<file path="src/rtl/axi_read_if.sv">
// AXI-style read channel bundle (AR + R) shared by the requesters and the
// memory slave. The master modport issues addresses and accepts data; the
// slave modport accepts addresses and returns data.
interface axi_read_if #(
    parameter int ADDR_WIDTH = 32
);
    logic [ADDR_WIDTH-1:0] araddr;
    logic [7:0]            arlen;
    logic                  arvalid;
    logic                  arready;
    logic [31:0]           rdata;
    logic [1:0]            rresp;
    logic                  rvalid;
    logic                  rready;
    logic                  rlast;

    modport master (
        output araddr, arlen, arvalid, rready,
        input  arready, rdata, rresp, rvalid, rlast
    );

    modport slave (
        input  araddr, arlen, arvalid, rready,
        output arready, rdata, rresp, rvalid, rlast
    );
endinterface

</file>
<file path="src/rtl/axi_read_arbiter.sv">
// Two-requester, one-slave read arbiter. One whole burst is granted at a time
// with round-robin priority; address and length are held in registers from
// the grant until the last beat so the memory can sample arlen at any point.
//
// Handshake rule on every AR and R channel: a transfer happens on a rising
// edge where valid and ready are both high; valid, once raised, is held with
// stable payload until that transfer (except that a requester may withdraw an
// ungranted arvalid, which simply forfeits the request).
module axi_read_arbiter #(
    parameter int   ADDR_WIDTH   = 32,   // matches the RISC-V core address width
    parameter logic RR_RESET_PTR = 1'b0
) (
    input  logic       clk,
    input  logic       rst_n,
    axi_read_if.slave  m0_if,
    axi_read_if.slave  m1_if,
    axi_read_if.master mem_if,
    output logic       busy,
    output logic       grant_id,
    output logic [1:0] dbg_state
);

    typedef enum logic [1:0] {
        IDLE = 2'd0,
        AR   = 2'd1,
        R    = 2'd2
    } state_t;

    state_t                state;
    state_t                next_state;
    logic                  rr_ptr;
    logic [ADDR_WIDTH-1:0] addr_q;
    logic [7:0]            len_q;
    logic                  winner;
    logic                  grant_fire;
    logic                  last_fire;

    // With both requesting the pointer decides; otherwise whoever asks wins.
    assign winner = (m0_if.arvalid && m1_if.arvalid) ? rr_ptr : m1_if.arvalid;

    // The memory sees the latched request in every state.
    assign mem_if.araddr = addr_q;
    assign mem_if.arlen  = len_q;

    assign busy      = (state != IDLE);
    assign dbg_state = state;

    // State register.
    always_ff @(posedge clk or negedge rst_n) begin
        if (!rst_n) begin
            state <= IDLE;
        end else begin
            state <= next_state;
        end
    end

    // Next state, arbitration, and combinational R-channel routing.
    always_comb begin
        next_state     = state;
        grant_fire     = 1'b0;
        last_fire      = 1'b0;
        m0_if.arready  = 1'b0;
        m1_if.arready  = 1'b0;
        m0_if.rvalid   = 1'b0;
        m0_if.rdata    = 32'd0;
        m0_if.rresp    = 2'b00;
        m0_if.rlast    = 1'b0;
        m1_if.rvalid   = 1'b0;
        m1_if.rdata    = 32'd0;
        m1_if.rresp    = 2'b00;
        m1_if.rlast    = 1'b0;
        mem_if.arvalid = 1'b0;
        mem_if.rready  = 1'b0;
        unique case (state)
            IDLE: begin
                if (m0_if.arvalid || m1_if.arvalid) begin
                    grant_fire = 1'b1;
                    next_state = AR;
                    if (winner) begin
                        m1_if.arready = 1'b1;
                    end else begin
                        m0_if.arready = 1'b1;
                    end
                end
            end
            AR: begin
                mem_if.arvalid = 1'b1;
                if (mem_if.arready) begin
                    next_state = R;
                end
            end
            R: begin
                if (grant_id) begin
                    m1_if.rvalid  = mem_if.rvalid;
                    m1_if.rdata   = mem_if.rdata;
                    m1_if.rresp   = mem_if.rresp;
                    m1_if.rlast   = mem_if.rlast;
                    mem_if.rready = m1_if.rready;
                    last_fire     = mem_if.rvalid && m1_if.rready && mem_if.rlast;
                end else begin
                    m0_if.rvalid  = mem_if.rvalid;
                    m0_if.rdata   = mem_if.rdata;
                    m0_if.rresp   = mem_if.rresp;
                    m0_if.rlast   = mem_if.rlast;
                    mem_if.rready = m0_if.rready;
                    last_fire     = mem_if.rvalid && m0_if.rready && mem_if.rlast;
                end
                if (last_fire) begin
                    next_state = IDLE;
                end
            end
            default: begin
                next_state = IDLE;
            end
        endcase
    end

    // Capture the granted request and advance the pointer at burst end.
    always_ff @(posedge clk or negedge rst_n) begin
        if (!rst_n) begin
            addr_q   <= '0;
            len_q    <= 8'd0;
            grant_id <= 1'b0;
            rr_ptr   <= RR_RESET_PTR;
        end else begin
            if (grant_fire) begin
                addr_q   <= winner ? m1_if.araddr : m0_if.araddr;
                len_q    <= winner ? m1_if.arlen  : m0_if.arlen;
                grant_id <= winner;
            end
            if (last_fire) begin
                rr_ptr <= ~grant_id;
            end
        end
    end

endmodule

</file>
<file path="src/flat_wrapper.sv">
// flat-port wrapper written by rule: the top's interface ports become plain ports
module axi_read_arbiter_flat 
#(
    parameter int   ADDR_WIDTH   = 32,                                           
    parameter logic RR_RESET_PTR = 1'b0
)
  (clk, rst_n, busy, grant_id, dbg_state, m0_if_araddr, m0_if_arlen, m0_if_arvalid, m0_if_rready, m0_if_arready, m0_if_rdata, m0_if_rresp, m0_if_rvalid, m0_if_rlast, m1_if_araddr, m1_if_arlen, m1_if_arvalid, m1_if_rready, m1_if_arready, m1_if_rdata, m1_if_rresp, m1_if_rvalid, m1_if_rlast, mem_if_araddr, mem_if_arlen, mem_if_arvalid, mem_if_rready, mem_if_arready, mem_if_rdata, mem_if_rresp, mem_if_rvalid, mem_if_rlast);
  axi_read_if #(.ADDR_WIDTH(ADDR_WIDTH)) m0_if_i ();
  axi_read_if #(.ADDR_WIDTH(ADDR_WIDTH)) m1_if_i ();
  axi_read_if #(.ADDR_WIDTH(ADDR_WIDTH)) mem_if_i ();
  input  logic clk;
  input  logic rst_n;
  output logic busy;
  output logic grant_id;
  output logic [1:0] dbg_state;
  input wire logic [$bits(m0_if_i.araddr)-1:0] m0_if_araddr;
  input wire logic [$bits(m0_if_i.arlen)-1:0] m0_if_arlen;
  input wire logic [$bits(m0_if_i.arvalid)-1:0] m0_if_arvalid;
  input wire logic [$bits(m0_if_i.rready)-1:0] m0_if_rready;
  output wire logic [$bits(m0_if_i.arready)-1:0] m0_if_arready;
  output wire logic [$bits(m0_if_i.rdata)-1:0] m0_if_rdata;
  output wire logic [$bits(m0_if_i.rresp)-1:0] m0_if_rresp;
  output wire logic [$bits(m0_if_i.rvalid)-1:0] m0_if_rvalid;
  output wire logic [$bits(m0_if_i.rlast)-1:0] m0_if_rlast;
  input wire logic [$bits(m1_if_i.araddr)-1:0] m1_if_araddr;
  input wire logic [$bits(m1_if_i.arlen)-1:0] m1_if_arlen;
  input wire logic [$bits(m1_if_i.arvalid)-1:0] m1_if_arvalid;
  input wire logic [$bits(m1_if_i.rready)-1:0] m1_if_rready;
  output wire logic [$bits(m1_if_i.arready)-1:0] m1_if_arready;
  output wire logic [$bits(m1_if_i.rdata)-1:0] m1_if_rdata;
  output wire logic [$bits(m1_if_i.rresp)-1:0] m1_if_rresp;
  output wire logic [$bits(m1_if_i.rvalid)-1:0] m1_if_rvalid;
  output wire logic [$bits(m1_if_i.rlast)-1:0] m1_if_rlast;
  output wire logic [$bits(mem_if_i.araddr)-1:0] mem_if_araddr;
  output wire logic [$bits(mem_if_i.arlen)-1:0] mem_if_arlen;
  output wire logic [$bits(mem_if_i.arvalid)-1:0] mem_if_arvalid;
  output wire logic [$bits(mem_if_i.rready)-1:0] mem_if_rready;
  input wire logic [$bits(mem_if_i.arready)-1:0] mem_if_arready;
  input wire logic [$bits(mem_if_i.rdata)-1:0] mem_if_rdata;
  input wire logic [$bits(mem_if_i.rresp)-1:0] mem_if_rresp;
  input wire logic [$bits(mem_if_i.rvalid)-1:0] mem_if_rvalid;
  input wire logic [$bits(mem_if_i.rlast)-1:0] mem_if_rlast;
  assign m0_if_i.araddr = m0_if_araddr;
  assign m0_if_i.arlen = m0_if_arlen;
  assign m0_if_i.arvalid = m0_if_arvalid;
  assign m0_if_i.rready = m0_if_rready;
  assign m0_if_arready = m0_if_i.arready;
  assign m0_if_rdata = m0_if_i.rdata;
  assign m0_if_rresp = m0_if_i.rresp;
  assign m0_if_rvalid = m0_if_i.rvalid;
  assign m0_if_rlast = m0_if_i.rlast;
  assign m1_if_i.araddr = m1_if_araddr;
  assign m1_if_i.arlen = m1_if_arlen;
  assign m1_if_i.arvalid = m1_if_arvalid;
  assign m1_if_i.rready = m1_if_rready;
  assign m1_if_arready = m1_if_i.arready;
  assign m1_if_rdata = m1_if_i.rdata;
  assign m1_if_rresp = m1_if_i.rresp;
  assign m1_if_rvalid = m1_if_i.rvalid;
  assign m1_if_rlast = m1_if_i.rlast;
  assign mem_if_araddr = mem_if_i.araddr;
  assign mem_if_arlen = mem_if_i.arlen;
  assign mem_if_arvalid = mem_if_i.arvalid;
  assign mem_if_rready = mem_if_i.rready;
  assign mem_if_i.arready = mem_if_arready;
  assign mem_if_i.rdata = mem_if_rdata;
  assign mem_if_i.rresp = mem_if_rresp;
  assign mem_if_i.rvalid = mem_if_rvalid;
  assign mem_if_i.rlast = mem_if_rlast;
  axi_read_arbiter #(.ADDR_WIDTH(ADDR_WIDTH), .RR_RESET_PTR(RR_RESET_PTR)) u_core (.clk(clk), .rst_n(rst_n), .m0_if(m0_if_i), .m1_if(m1_if_i), .mem_if(mem_if_i), .busy(busy), .grant_id(grant_id), .dbg_state(dbg_state));
endmodule
</file>
<file path="config.mk">
export PLATFORM = sky130hd
export DESIGN_NAME = axi_read_arbiter_flat
export DESIGN_NICKNAME = d
export VERILOG_FILES = /design/src/rtl/axi_read_if.sv /design/src/rtl/axi_read_arbiter.sv /design/src/flat_wrapper.sv
export SDC_FILE = /design/constraint.sdc
export NUM_CORES = 1
export LEC_CHECK = 0
export ABC_AREA = 0
export BUFFER_PORTS_ARGS = -buffer_cell sky130_fd_sc_hd__buf_2
export CORE_AREA = 2 2 95 97
export CTS_CLUSTER_SIZE = 14
export DETAILED_ROUTE_END_ITERATION = 12
export DIE_AREA = 0 0 97 99
export PLACE_DENSITY = 0.74
export SETUP_SLACK_MARGIN = 0.02
export SLEW_MARGIN = 30
export SYNTH_ARGS = -nofsm -noshare
export SYNTH_HDL_FRONTEND = slang
export SYNTH_SLANG_ARGS = --single-unit
export TNS_END_PERCENT = 100
</file>
<file path="constraint.sdc">
create_clock -name clk -period 1.7 [get_ports clk]
set_clock_uncertainty 0.15 [all_clocks]
set_input_delay 0.085 -clock clk [delete_from_list [all_inputs] [get_ports clk]]
set_output_delay 0.085 -clock clk [all_outputs]
set_load 0.05 [all_outputs]
</file>
Yosys cells after proc, flatten, opt, wreduce, memory -nomap -nowiden

Index checks and enable logic that the tools add are counted.

Bits in registers: 44
Bits in latches: 0
Bits in writable memories: 0
Memory bits (read-only): 0
Input bits: 123
Output and inout bits: 120
Logic and storage cells: 57
Memories: 0

Add/sub/neg operators: 0
Multiply operators: 0
Div/mod/pow operators: 0
Magnitude comparators: 0
Equal/unequal tests: 5
Shifts and indexed selects: 0
Mux-type cells: 37
Bitwise gates (word level): 1
Reductions and logical operators: 9

Operators by type and width:

| operator           | number |
|---|---|
| $mux 32            | 5 |
| $mux 1             | 23 |
| $mux 2             | 7 |
| $mux 8             | 1 |
| $pmux 2 s3         | 1 |
| $logic_and 1x1->1  | 5 |
| $ne 2x1->1 const B | 2 |
| $reduce_and 3->1   | 1 |
| $eq 2x1->1 const B | 1 |
| $eq 2x2->1 const B | 1 |
| $logic_not 2->1    | 1 |
| $ne 2x2->1 const B | 1 |
| $reduce_bool 2->1  | 1 |
| $logic_or 1x1->1   | 1 |
| $not 1->1          | 1 |

Logic depth before layout (Yosys ltp)

Gate-level depths: netlist of run 1.

Depth after elaboration: 6
Depth in mapped cells: 5
Gate-level depth less buffers: 4

Least setup slack after synthesis of run 1

No wires, ideal clock.

Path kind: reg-to-output
Start: register u_core.state[0], in the netlist u_core.dbg_state[0]
End: output m0_if_rdata[10]
Arrival time: 1.837 ns
Data required time: 1.465 ns
Setup slack: -0.372 ns
Cell stages (with the launch flop): 5
Buffers on the path: 1
Cells stage by stage: dfrtp_1 nand2b_1 nor2_1 clkbuf_1 and2_1

Longest elaborated chain between the ends: 2

RTL lines:

| element                | line                   | RTL |
|---|---|---|
| start, declared        | axi_read_arbiter.sv:29 | `state_t state;` |
| start signal, assigned | axi_read_arbiter.sv:53 | `state <= next_state;` |
| $eq 2x2->1             | axi_read_arbiter.sv:74 | `unique case (state)` |
| $mux 32                | axi_read_arbiter.sv:74 |  |
| end, declared          | flat_wrapper.sv:21     | `output wire logic [$bits(m0_if_i.rdata)-1:0] m0_if_rdata;` |

Every way passes these cells.

Final worst setup path of run 1

Start: register u_core.state[0], in the netlist u_core.dbg_state[0]
End: output m1_if_rdata[22]

Longest elaborated chain between the ends: 2

RTL lines:

| element       | line                   | RTL |
|---|---|---|
| $eq 2x2->1    | axi_read_arbiter.sv:74 |  |
| $mux 32       | axi_read_arbiter.sv:74 |  |
| end, declared | flat_wrapper.sv:30     | `output wire logic [$bits(m1_if_i.rdata)-1:0] m1_if_rdata;` |

Every way passes these cells.

==> results.toml, run 1 <==
[synth]
yosys-top-cells-area = "dfrtp_1, and2_1, a221o_1, a21boi_0, a31oi_1"
synth_area_per_cell_um2 = 9.47
netlist_instances = 275
synth.top_cells.by_count = "and2_1, dfrtp_1, a21boi_0, a221o_1"
yosys.area.top_type_share_pct = 42.3
syn-cell-area_um2 = 2600
synth_ff_type = "dfrtp_1"
synthArstFlopShare_pct = 100
synth_top_area_cell = "dfrtp_1"
synth_seq_cells = 44
yosysMostFrequentCell = "and2_1"
ys_warn_count = 0
ys_types = 28
ys_seq_area_share_pct = 42.3
synth-edff-count = 0
syn-num-nets = 398

[sta]
final.setup.worst_slack_ns = -0.121
worst_pin_slew_ns = 0.587
report.final.setup_viol = 74
post-route-period-util_pct = 107
drv_slew = 0
rsz0062_at_grt = "true"
timing.slew.headroom_pct = 60.8
timing.fmax_mhz = 549
min_period_ns = 1.82
hold_violations = 0

[power_and_ir_drop]
p_switching_mw = 5.40
p_total_mw = 10.0
power_frac_clock_pct = 8.5
p_int_mw = 4.63
combPwrFrac_pct = 72.2
switching_share_pct = 53.8
ir_drop_mv = 1.03
leakage_nw = 2.90
powerDensity_nw_per_um2 = 1670
seq_power_share_pct = 19.3

[critical_path]
crit_slowest_cell = "dfrtp_2"
max_stage_delay_ns = 0.44
cp-start-kind = "flip-flop"
endpoint_kind = "output port"
arrival_ns = 1.59
cp_max_fo = 18
crit_path_cell_trace = "nand2b_4 > nor2_4 > clkbuf_16 > and2_2 > buf_8"
worstPathRequired_ns = 1.46
criticalPathCategory = "reg2out"

[status]
run_status = "complete, but fails checks"
failed_checks = "negative setup slack"

[clock_network]
cts_buffer_depth = 2
clkTransAtPathRegs_ns = 0.09
cts_root_buffer = "clkbuf_8"
cts_tree = "yes"
numClockSinks = 44
cts_buffers = 5
insertion_delay_ns = 0.30
htree_levels = 2

[die]
rows = 34
core_um2 = 8550
die_area_um2 = 9600
die_h_um = 99
ios = 243
start_util_pct = 30.5
fp.dieW_um = 97

[finish]
area_growth_pct = 130
layout.cells.non_filler = 721
final_area_um2 = 6000
fin_util_pct = 70.1
nets = 731
drive_gt1_share_pct = 58.8

[placement]
gp_congestion = 0.931
place_area_um2 = 4170
pre_cts_ws_ns = -0.00497
place_inst = 613
dpl.hpwl_mm = 8.24
port_buffers = 242

[grt]
grt_overflow = 0
grt_pass1_wl_mm = 21.9
grt_start_max_net_pins = 37
antenna_found_initial = 4
track_usage_pct = 28.9
first_global_vias = 3954

[routing]
ant_nets = 0
vias = 3777
avgRoutedWirePerCell_um = 20.3
via_per_inst = 5.24
wirelength_mm = 14.6
drtIter0Drc = 200
drcViolationCount = 0
dr.pass1.iters = 5

[run]
drv_cap = 0

[worst_hold_path]
hold_class = "in2reg"
==> layout by cell type, fill, tap and decap left out, types with 2 or more instances in the layout <==
cell type      synthesis  routed
nor2_4                 1       3
buf_12                 0      14
a21oi_1               14      14
dfrtp_1               44      41
buf_4                  2      12
clkbuf_8               0       5
buf_8                  1      51
a221o_1               26      26
inv_6                  0       2
inv_2                  3       2
dlygate4sd3_1          0      84
nand2_1                2       2
a31oi_1               14      14
diode_2                0       4
inv_1                  2       2
and2_2                 0      28
and2_1                73       5
buf_2                  6     167
buf_6                  2      22
o21ai_0               14      14
a21boi_0              26      25
nand3_1               14      14
dfrtp_2                0       3
nand2b_1               3       2
and2_4                 0      40
==> sequential cells by signal, indices dropped and copies added, names as in the netlist <==
name and count:
u_core.grant_id 1, u_core.mem_if.arlen 8, u_core.dbg_state 2, u_core.rr_ptr 1
u_core.mem_if.araddr 32
==> repair_timing <==
action                                 CTS  global route
resized for setup                      189            41
pin swaps                                5             1
cloned                                   3             0
hold buffers                            84             0
setup endpoints to repair               80            99
endpoints found under the hold margin   86             0
buffers inserted                         9             2
==> power groups by stage <==
stage | Clock, mW | Sequential, mW | Combinational, mW
after floorplan | 0 | 3.60 | 2.73
after global placement | 0 | 1.91 | 5.88
after detailed placement | 0 | 1.91 | 5.98
after CTS | 0.852 | 1.91 | 7.05
after global routing | 0.894 | 1.98 | 7.53
final | 0.850 | 1.94 | 7.25
==> cells by family (layout without fill, tap and decap cells) <==
kind of cell           after synthesis  in the layout  synth area share [%]
other                                0              4                     0
AO/OA/AOI/OAI                       98             98                  27.4
buffers and inverters               30            364                  5.91
multiplexers                         2              2                 0.769
flip-flops                          44             44                  42.3
AND/OR/NAND/NOR                    101            101                  23.6
==> critical path: cells and delay by family, from the launching register on <==
kind,cells,cell delay [ns]
DFF,1,0.44
and+or+nand+nor,3,0.50
buffers and inverters,2,0.35
==> per-layer routing <==
| metal | up-vias | routed length, um | part of all wire [%] | track usage (%) |
|---|---|---|---|---|
| met2 | 292 | 7630 | 52 | 52.7 |
| met3 | 58 | 1180 | 8.1 | 6.60 |
| met5 | - | 0 | 0 | 0 |
| met1 | 1772 | 5030 | 34 | 31.0 |
| li1 | 1655 | - | - | - |
| met4 | 0 | 767 | 5.2 | 15.4 |
==> cell type report <==
class,count,area [um^2]
fill,556,2550
sequential,44,1100
multi-input combinational,201,1520
clock inverter,3,46.3
clock buffer,5,68.8
antenna,4,10.0
tap,108,135
inverter,5,23.8
timing repair buffer,351,3090
==> stage by stage <==
step	hold slack, ns	TNS (ns)
2_1_floorplan	-0.361	-4.62
3_3_place_gp	-0.0756	0
3_5_place_dp	-0.0680	-0.00497
4_1_cts	0.0348	-7.90
5_1_grt	0.0533	-10.63
6_report	0.00974	-6.20
==> path summary, 6_finish.rpt <==
path / cells past startpoint / endpoint / from / slack (ns)
worst min register to register: 2 / u_core.mem_if.araddr[28]$_DFFE_PN0P_ / u_core.mem_if.araddr[28]$_DFFE_PN0P_ / 0.41
min in group asynchronous: 2 / u_core.mem_if.araddr[11]$_DFFE_PN0P_ / rst_n / 0.13
worst max register to register: 6 / u_core.mem_if.araddr[24]$_DFFE_PN0P_ / u_core.dbg_state[1]$_DFFE_PN0P_ / 0.05
max in group asynchronous: 3 / u_core.dbg_state[1]$_DFFE_PN0P_ / rst_n / 0.75
worst min-delay path: 4 / u_core.dbg_state[1]$_DFFE_PN0P_ / m1_if_rready / 0.01
worst max-delay path: 5 / m1_if_rdata[22] / u_core.dbg_state[0]$_DFFE_PN0P_ / -0.12
Note: power is estimated with default switching activity, not from simulation.
==> run 2, diff against run 1 <==
--- a/config.mk
+++ b/config.mk
@@ -7,11 +7,13 @@
 export LEC_CHECK = 0
 export ABC_AREA = 0
 export BUFFER_PORTS_ARGS = -buffer_cell sky130_fd_sc_hd__buf_2
-export CORE_AREA = 2 2 95 97
+export CELL_PAD_IN_SITES_DETAIL_PLACEMENT = 1
+export CELL_PAD_IN_SITES_GLOBAL_PLACEMENT = 1
+export CORE_AREA = 2 2 106 108
 export CTS_CLUSTER_SIZE = 14
 export DETAILED_ROUTE_END_ITERATION = 12
-export DIE_AREA = 0 0 97 99
-export PLACE_DENSITY = 0.74
+export DIE_AREA = 0 0 108 110
+export PLACE_DENSITY = 0.86
 export SETUP_SLACK_MARGIN = 0.02
 export SLEW_MARGIN = 30
 export SYNTH_ARGS = -nofsm -noshare
==> run 2 against run 1 <==
Effect of this change: the run still ends with negative setup slack left; total power shrank 0.24%; die area grew 24%; worst hold slack gained 0.033 ns; wire length grew 18%.
==> results.toml, run 2 (synthesis gave the netlist of run 1 again) <==
[grt]
grt_start_max_net_pins = 43
grt_pass1_wl_mm = 24.5
first_global_vias = 4195
antenna_found_initial = 7
track_usage_pct = 27.3
grt_overflow = 0

[finish]
layout_common_cells = "buf_2, dlygate4sd3_1, dfrtp_1, buf_6, buf_8"
multi_input_area_um2 = 1510
nFillCells = 1220
drive_gt1_share_pct = 59.2
layout.cells.non_filler = 757
area_growth_pct = 129
final_area_um2 = 5960
regArea_um2 = 1100
largest_reg_flops = 32
fin_util_pct = 55.7
final_common_cell = "buf_2"
nets = 732

[critical_path]
r2r_slack_ns = -0.01
startpoint = "u_core.dbg_state[0]$_DFFE_PN0P_"
worstPathRequired_ns = 1.46
cp-start-kind = "flip-flop"
cp_max_fo = 9
endpoint_kind = "output port"
max_stage_delay_ns = 0.42
crit_slowest_cell = "dfrtp_2"
arrival_ns = 1.54
r2r_cells = 8
cp-endpoint = "m0_if_rdata[20]"
criticalPathCategory = "reg2out"
r2r_start = "u_core.dbg_state[0]$_DFFE_PN0P_"
rr_endpoint = "u_core.mem_if.araddr[8]$_DFFE_PN0P_"
crit_path_cell_trace = "nand2b_4 > nor2_4 > buf_6 > and2_4 > buf_8"

[routing]
dr.pass1.iters = 4
wirelength_mm = 17.2
drcViolationCount = 0
drtIter0Drc = 153
met1_length_mm = 6.03
avgRoutedWirePerCell_um = 22.7
ant_nets = 0
wl_met3_mm = 1.34
via_per_inst = 5.01
top_layer = "met5"
wl_met2_mm = 9.00
vias = 3796

[die]
rows = 38
core_um2 = 10700
fp.dieW_um = 108
die_area_um2 = 11900
ios = 243
die_h_um = 110
start_util_pct = 24.3

[clock_network]
clkTransAtPathRegs_ns = 0.09
cts_buffer_depth = 2
cts_tree = "yes"
numClockSinks = 44
cts_buffers = 5
htree_levels = 2
insertion_delay_ns = 0.30
cts_root_buffer = "clkbuf_8"

[sta]
min_period_ns = 1.77
drv_slew = 0
final.setup.worst_slack_ns = -0.0728
rsz0062_at_grt = "true"
hold_violations = 0
timing.slew.headroom_pct = 58.7
finalSetupTns_ns = -4.15
timing.fmax_mhz = 564
post-route-period-util_pct = 104
worst_pin_slew_ns = 0.620
report.final.setup_viol = 76

[status]
failed_checks = "negative setup slack"
run_status = "complete, but fails checks"

[run]
drv_cap = 0

[power_and_ir_drop]
powerDensity_nw_per_um2 = 1680
ir_drop_mv = 1.00
p_total_mw = 10.0
leakage_nw = 2.90

[placement]
port_buffers = 242
place_inst = 645
gp_congestion = 0.793
dpl.hpwl_mm = 9.59
place_area_um2 = 4170

[worst_hold_path]
hold_class = "in2reg"
-- run 2: area by class of cell --
cell class,count,area share (%)
antenna,7,0.294
tap,140,2.94
sequential,44,18.5
clock buffer,6,1.39
clock inverter,2,0.231
inverter,5,0.399
multi-input combinational,201,25.3
timing repair buffer,352,50.9
-- run 2: power breakdown --
part           internal, mW  switching [mW]  total, mW
logic                  2.60            4.74       7.34
clock network         0.334           0.411      0.745
registers              1.57           0.354       1.92
-- run 2: how the worst min path moves through the flow --
stage	start	end	slack (ns)	cells past startpoint
6_report	m1_if_rready	u_core.dbg_state[1]$_DFFE_PN0P_	0.04	4
5_1_grt	m1_if_rready	u_core.dbg_state[1]$_DFFE_PN0P_	0.1	4
4_1_cts	m1_if_rready	u_core.dbg_state[1]$_DFFE_PN0P_	0.04	4
3_5_place_dp	rst_n	u_core.mem_if.araddr[11]$_DFFE_PN0P_	-0.07	1
3_3_place_gp	rst_n	u_core.mem_if.araddr[12]$_DFFE_PN0P_	-0.09	1
2_1_floorplan	rst_n	u_core.dbg_state[0]$_DFFE_PN0P_	-0.36	0
-- run 2: timing repair --
action / in CTS / in global routing
cloned: 2 / 5
hold buffers: 84 / 0
pin swaps: 4 / 13
hold endpoints to repair: 86 / 0
resized for setup: 187 / 28
setup endpoints to repair: 85 / 115
setup buffers: 7 / 2
-- run 2: worst max-delay path, delay by kind of cell, from the launching register on --
family                 cells  cell delay [ns]
flip-flops                 1             0.42
AND/OR/NAND/NOR            3             0.49
buffers and inverters      2             0.32
-- run 2: routing by layer --
metal,GRT usage (%),vias to the layer above
met1,28.1,1853
met3,8.11,52
li1,-,1661
met2,50.9,228
met5,0,-
met4,12.8,2
-- run 2: per-stage QoR --
step	hold WS, ns	worst slack (ns)
final	0.0430	-0.0728
after global routing	0.0961	-0.146
after CTS	0.0402	-0.179
after detailed placement	-0.0654	0.0286
after global placement	-0.0886	0.0958
after floorplan	-0.361	-0.106
